$ cat src/rtl/bus_interconnect_mux_pkg.sv
// Shared definitions for the bus interconnect: FSM state encoding, counter
// width, error data value and the slave-index width helper.
package bus_interconnect_mux_pkg;

  typedef enum logic [1:0] {
    IDLE   = 2'd0,
    ACCESS = 2'd1,
    RESP   = 2'd2
  } state_t;

  localparam int CNT_W    = 8;
  localparam int ERR_DATA = 0;

  // A single-slave map still needs a one-bit index.
  function automatic int idx_width(input int n);
    return (n > 1) ? $clog2(n) : 1;
  endfunction

endpackage

$ cat src/rtl/bus_interconnect_mux_decoder.sv
// Combinational mask/base address decoder; the lowest matching slave index
// wins when regions overlap.
module bus_addr_decoder
  import bus_interconnect_mux_pkg::*;
#(
  parameter int                         NUM_SLAVES = 4,
  parameter int                         ADDR_W     = 32,
  parameter logic [NUM_SLAVES*ADDR_W-1:0] SLAVE_BASE = '0,
  parameter logic [NUM_SLAVES*ADDR_W-1:0] SLAVE_MASK = '0,
  parameter int                         IDX_W      = idx_width(NUM_SLAVES)
) (
  input  logic [ADDR_W-1:0]     addr,
  output logic                  hit,
  output logic [NUM_SLAVES-1:0] match,
  output logic [IDX_W-1:0]      idx
);

  always_comb begin
    match = '0;
    idx   = '0;
    for (int i = 0; i < NUM_SLAVES; i++) begin
      match[i] = ((addr & SLAVE_MASK[i*ADDR_W +: ADDR_W]) == SLAVE_BASE[i*ADDR_W +: ADDR_W]);
    end
    for (int i = NUM_SLAVES - 1; i >= 0; i--) begin
      if (match[i]) idx = i[IDX_W-1:0];
    end
    hit = |match;
  end

endmodule

$ cat src/rtl/bus_interconnect_mux.sv
// Single-master, N-slave interconnect: registered request/response handshake
// with slave wait states, decode-miss, timeout and illegal-request errors.
module bus_interconnect_mux
  import bus_interconnect_mux_pkg::*;
#(
  parameter int                           NUM_SLAVES = 4,
  parameter int                           ADDR_W     = 32,
  parameter int                           DATA_W     = 32,
  parameter logic [NUM_SLAVES*ADDR_W-1:0] SLAVE_BASE =
    {32'h8000_0100, 32'h8000_0000, 32'h1000_0000, 32'h0000_0000},
  parameter logic [NUM_SLAVES*ADDR_W-1:0] SLAVE_MASK =
    {32'hFFFF_FF00, 32'hFFFF_FF00, 32'hF000_0000, 32'hF000_0000},
  parameter int                           TIMEOUT    = 15
) (
  input  logic                         clk_i,
  input  logic                         rst_n_i,
  input  logic                         proc_rd_en_i,
  input  logic                         proc_wr_en_i,
  input  logic [ADDR_W-1:0]            proc_addr_i,
  input  logic [DATA_W-1:0]            proc_data_i,
  output logic [DATA_W-1:0]            proc_data_o,
  output logic                         proc_ready_o,
  output logic                         proc_err_o,
  output logic [NUM_SLAVES-1:0]        slv_rd_en_o,
  output logic [NUM_SLAVES-1:0]        slv_wr_en_o,
  output logic [ADDR_W-1:0]            slv_addr_o,
  output logic [DATA_W-1:0]            slv_data_o,
  input  logic [NUM_SLAVES*DATA_W-1:0] slv_data_i,
  input  logic [NUM_SLAVES-1:0]        slv_ready_i
);

  localparam int IDX_W = idx_width(NUM_SLAVES);

  state_t                  state;
  logic [CNT_W-1:0]        cnt;
  logic [IDX_W-1:0]        sel;
  logic                    op_wr;

  logic                    dec_hit;
  logic [NUM_SLAVES-1:0]   dec_match;
  logic [IDX_W-1:0]        dec_idx;
  logic [NUM_SLAVES-1:0]   dec_onehot;

  logic                    sel_ready;
  logic [DATA_W-1:0]       sel_data;

  bus_addr_decoder #(
    .NUM_SLAVES (NUM_SLAVES),
    .ADDR_W     (ADDR_W),
    .SLAVE_BASE (SLAVE_BASE),
    .SLAVE_MASK (SLAVE_MASK),
    .IDX_W      (IDX_W)
  ) u_dec (
    .addr  (proc_addr_i),
    .hit   (dec_hit),
    .match (dec_match),
    .idx   (dec_idx)
  );

  // Keep only the lowest set bit so overlapping regions strobe a single slave.
  assign dec_onehot = dec_match & ~(dec_match - NUM_SLAVES'(1));

  always_comb begin
    sel_ready = 1'b0;
    sel_data  = '0;
    for (int i = 0; i < NUM_SLAVES; i++) begin
      if (sel == i[IDX_W-1:0]) begin
        sel_ready = slv_ready_i[i];
        sel_data  = slv_data_i[i*DATA_W +: DATA_W];
      end
    end
  end

  always_ff @(posedge clk_i or negedge rst_n_i) begin
    if (!rst_n_i) begin
      state        <= IDLE;
      cnt          <= '0;
      sel          <= '0;
      op_wr        <= 1'b0;
      slv_addr_o   <= '0;
      slv_data_o   <= '0;
      slv_rd_en_o  <= '0;
      slv_wr_en_o  <= '0;
      proc_data_o  <= '0;
      proc_ready_o <= 1'b0;
      proc_err_o   <= 1'b0;
    end else begin
      case (state)
        IDLE: begin
          proc_ready_o <= 1'b0;
          if (proc_rd_en_i && proc_wr_en_i) begin
            state        <= RESP;
            proc_ready_o <= 1'b1;
            proc_err_o   <= 1'b1;
            proc_data_o  <= DATA_W'(ERR_DATA);
          end else if (proc_rd_en_i || proc_wr_en_i) begin
            slv_addr_o <= proc_addr_i;
            slv_data_o <= proc_data_i;
            op_wr      <= proc_wr_en_i;
            sel        <= dec_idx;
            cnt        <= '0;
            if (dec_hit) begin
              state <= ACCESS;
              if (proc_wr_en_i) slv_wr_en_o <= dec_onehot;
              else              slv_rd_en_o <= dec_onehot;
            end else begin
              state        <= RESP;
              proc_ready_o <= 1'b1;
              proc_err_o   <= 1'b1;
              proc_data_o  <= DATA_W'(ERR_DATA);
            end
          end
        end
        ACCESS: begin
          // A ready in the final counted cycle still beats the timeout.
          if (sel_ready) begin
            state        <= RESP;
            slv_rd_en_o  <= '0;
            slv_wr_en_o  <= '0;
            proc_ready_o <= 1'b1;
            proc_err_o   <= 1'b0;
            proc_data_o  <= op_wr ? DATA_W'(ERR_DATA) : sel_data;
          end else begin
            cnt <= cnt + 1'b1;
            if (cnt == CNT_W'(TIMEOUT - 1)) begin
              state        <= RESP;
              slv_rd_en_o  <= '0;
              slv_wr_en_o  <= '0;
              proc_ready_o <= 1'b1;
              proc_err_o   <= 1'b1;
              proc_data_o  <= DATA_W'(ERR_DATA);
            end
          end
        end
        RESP: begin
          proc_ready_o <= 1'b0;
          state        <= IDLE;
        end
        default: begin
          state        <= IDLE;
          proc_ready_o <= 1'b0;
          slv_rd_en_o  <= '0;
          slv_wr_en_o  <= '0;
        end
      endcase
    end
  end

endmodule

$ cat config.mk
export PLATFORM = sky130hd
export DESIGN_NAME = bus_interconnect_mux
export DESIGN_NICKNAME = d
export VERILOG_FILES = /design/src/rtl/bus_interconnect_mux_pkg.sv /design/src/rtl/bus_interconnect_mux_decoder.sv /design/src/rtl/bus_interconnect_mux.sv
export SDC_FILE = /design/constraint.sdc
export NUM_CORES = 1
export LEC_CHECK = 0
export CORE_MARGIN = 8
export CORE_UTILIZATION = 39
export DETAILED_ROUTE_END_ITERATION = 7
export GPL_TIMING_DRIVEN = 0
export PLACE_DENSITY = 0.82
export SYNTH_ARGS = -nofsm -noshare
export SYNTH_HDL_FRONTEND = slang
export SYNTH_HIERARCHICAL = 1
export SYNTH_SLANG_ARGS = --single-unit
export TNS_END_PERCENT = 20
$ cat constraint.sdc
create_clock -name clk_i -period 2.15 [get_ports clk_i]
set_input_delay 0.215 -clock clk_i [delete_from_list [all_inputs] [get_ports clk_i]]
set_output_delay 0.215 -clock clk_i [all_outputs]
set_load 0.1 [all_outputs]
==> results by group <==
Detailed routing
  – Via Count: 4,666
  – DR WL/cell: 20.7 um
  – Final WL: 18,400 um
  – Drt pass-1 iters: 4
  – Drt drc: 0
  – DR vias/cell: 5.24
  – DR iter-0 viols: 112
  – DRT antenna net count: 0

Run status
  – Status: finished clean

Worst setup path
  – Worst path cell trace: clkdlybuf4s50_1
  – Crit start category: flop
  – WS Path Type: reg -> out
  – Max incr delay on CP: 1150 ps
  – Slowest stage cell on the critical path: clkdlybuf4s50_1
  – Nature of the critical path endpoint: output port
  – Critical path arrival: 1910 ps
  – Buf/Inv on CP: 1
  – CP delay by family, top: buffers and inverters
  – Max FO, Critical Path: 2
  – Worst EP required: 1930 ps

Layout
  – Fin util: 0.687
  – Commonest non-fill, non-tap cell in the layout: clkdlybuf4s50_1
  – Antenna diode count: 0
  – Area Overhead vs Synth: 71.6%
  – Nets@finish: 903
  – Share of layout cells above drive strength 1: 0.225
  – Final Cell Area: 9540 sq um
  – Commonest non-fill, non-tap cells in the layout: 234 x clkdlybuf4s50_1, 119 x dfrtp_1, 68 x mux2_2

Global routing
  – Met3 GRT Util: 0.0812
  – Gr usage total: 0.201
  – Vias in the first global route: 5,401
  – Largest net degree at the start of global routing: 65
  – Antenna violations before repair: 0
  – Congestion Overflow GR: 0
  – Met1 usage: 0.203
  – Met2 usage: 0.354
  – Busiest layer in global routing: met2
  – Global-route wire length before repair: 28,600 um

Placed design
  – Dpl hpwl: 15,000 um
  – Worst slack, placed: -693 ps
  – GP Congestion: 0.795
  – Area after DPL: 8860 sq um
  – Port-buffer cells: 305

Pwr
  – Static Leakage: 4.37 nW
  – Pwr dens: 1150 nW/um^2
  – Worst VDD drop: 0.000783 V
  – Overall power: 10.9 mW

Timing
  – Final setup viols: 0
  – Hold Fails Final Rpt: 0
  – Least-Margin Pin Slew: 1050 ps
  – Max-slew violation count: 0
  – Final period util: 0.986
  – Setup Skew: 6.96 ps
  – Setup ws final: 29.9 ps
  – RSZ-0062 raised after global routing: true
  – Tmin final: 2120 ps
  – Slew HR: 0.305
  – F_max: 472 MHz

Die
  – Die width: 135 um
  – Num rows: 43
  – # IOs: 306
  – Initial Util: 0.400
  – Die area: 18,300 sq um
  – Die Y: 135 um
  – Area of the core: 13,900 sq um

Logic synthesis
  – Register bit total from synthesis: 119
  – Post-synthesis cell count: 372
  – Syn Std Cell Area: 5560 sq um
  – Async set-reset flop share out of synthesis: 1.00
  – Synthesized Nets: 576
  – EDFF count, synth: 0
  – Seq/Total Area, Yosys: 0.536
  – Most used DFF post-synth: dfrtp_1
  – Most area-hungry cell type in the Yosys netlist: dfrtp_1
  – Netlist cell types: 42
  – Syn Area/Cell: 14.9 sq um
  – Yosys warns: 6
  – Synth top area cells: dfrtp_1 54%, mux2_2 14%, mux4_2 13%, a22o_1 5.0%, o2bb2ai_1 1.3%
  – Share of the synthesized area in the top cell type: 0.536

Clock network
  – CTS Buf Count: 17
  – CTS tree: done
  – Root Buffer: clkbuf_16
  – Reg clk slew, reported paths: 50 ps
  – Clock latency on the worst-skew pair: 410 ps
  – CTS max path bufs: 2
  – H-tree Lvls: 4
  – CTS Sinks: 119

Job
  – Max Cap Violations: 0

Min path
  – Hold Path Class: in -> async
==> power breakdown <==
part | switching, mW | total [mW] | internal, mW | leakage (nW)
Clock | 0.899 | 2.51 | 1.61 | 0.264
Sequential | 0.243 | 2.94 | 2.69 | 1.50
Combinational | 3.96 | 5.48 | 1.52 | 2.60
==> cells in the mapped netlist (6+ instances only) <==
cell type and count:
o2bb2ai_1 8, clkbuf_1 12, a22o_1 32, mux4_2 33, nand3_1 6, buf_2 7, nor2_1 8, o21ai_0 6
nor4_1 7, mux2_2 68, inv_1 9, dfrtp_1 119, nand2_1 8
==> layout make-up <==
type,instances,area (sq um)
Buffer,23,135
Sequential cell,119,2980
Inverter,9,33.8
Multi-Input combinational cell,220,2480
Timing Repair Buffer,309,3150
Fill cell,994,4350
Clock inverter,3,15.0
Tap cell,180,225
Clock buffer,28,517
==> final timing paths <==
path | start | to | slack, ps | depth (start not counted)
min in group clk_i | proc_data_i[4] | slv_data_o[4] | 420 | 2
worst min-delay path | rst_n_i | slv_data_o[15] | 320 | 2
worst min register to register | slv_rd_en_o[0] | slv_rd_en_o[0] | 490 | 1
worst max-delay path | slv_addr_o[19] | slv_addr_o[19] | 30 | 1
max in group asynchronous | rst_n_i | slv_data_o[3] | 1130 | 3
worst max register to register | sel[0] | proc_ready_o | 70 | 5
==> cells by family after synthesis <==
family / Yosys count / synth area share
xor+xnor: 2 / 0.00315
buf+inv: 33 / 0.0272
flops: 119 / 0.536
mux: 101 / 0.271
simple gates: 49 / 0.0561
fa+ha+maj: 4 / 0.00901
compound gates: 64 / 0.0973
==> routing by layer <==
metal,wire (um),vias to the layer above
li1,-,2104
met1,6280,2297
met2,9780,218
met3,1680,47
met4,710,0
met5,0,-
==> through the flow <==
stage | TNS (ps) | instances | hold WS (ps)
global route | -22.5 | 891 | 376
global placement | -446740 | 857 | 474
CTS | 0 | 891 | 349
finish | 0 | 891 | 323
floorplan | 0 | 372 | -80.6
detailed placement | -37130 | 858 | 207
==> state kept, by name (all words and copies together) (netlist names) <==
| register | flops |
|---|---|
| sel | 2 |
| slv_data_o | 32 |
| op_wr | 1 |
| proc_err_o | 1 |
| slv_addr_o | 32 |
| cnt | 8 |
| state | 2 |
| proc_ready_o | 1 |
| proc_data_o | 32 |
| slv_wr_en_o | 4 |
| slv_rd_en_o | 4 |
==> repair_timing <==
action	4_1_cts	5_1_grt
setup endpoints to repair	74	136
gates resized for setup	41	60
buffers inserted	1	1
endpoints found under the hold margin	55	0
pin swaps	1	0
hold buffers	1	0
Power figures use the tool's default switching activity.
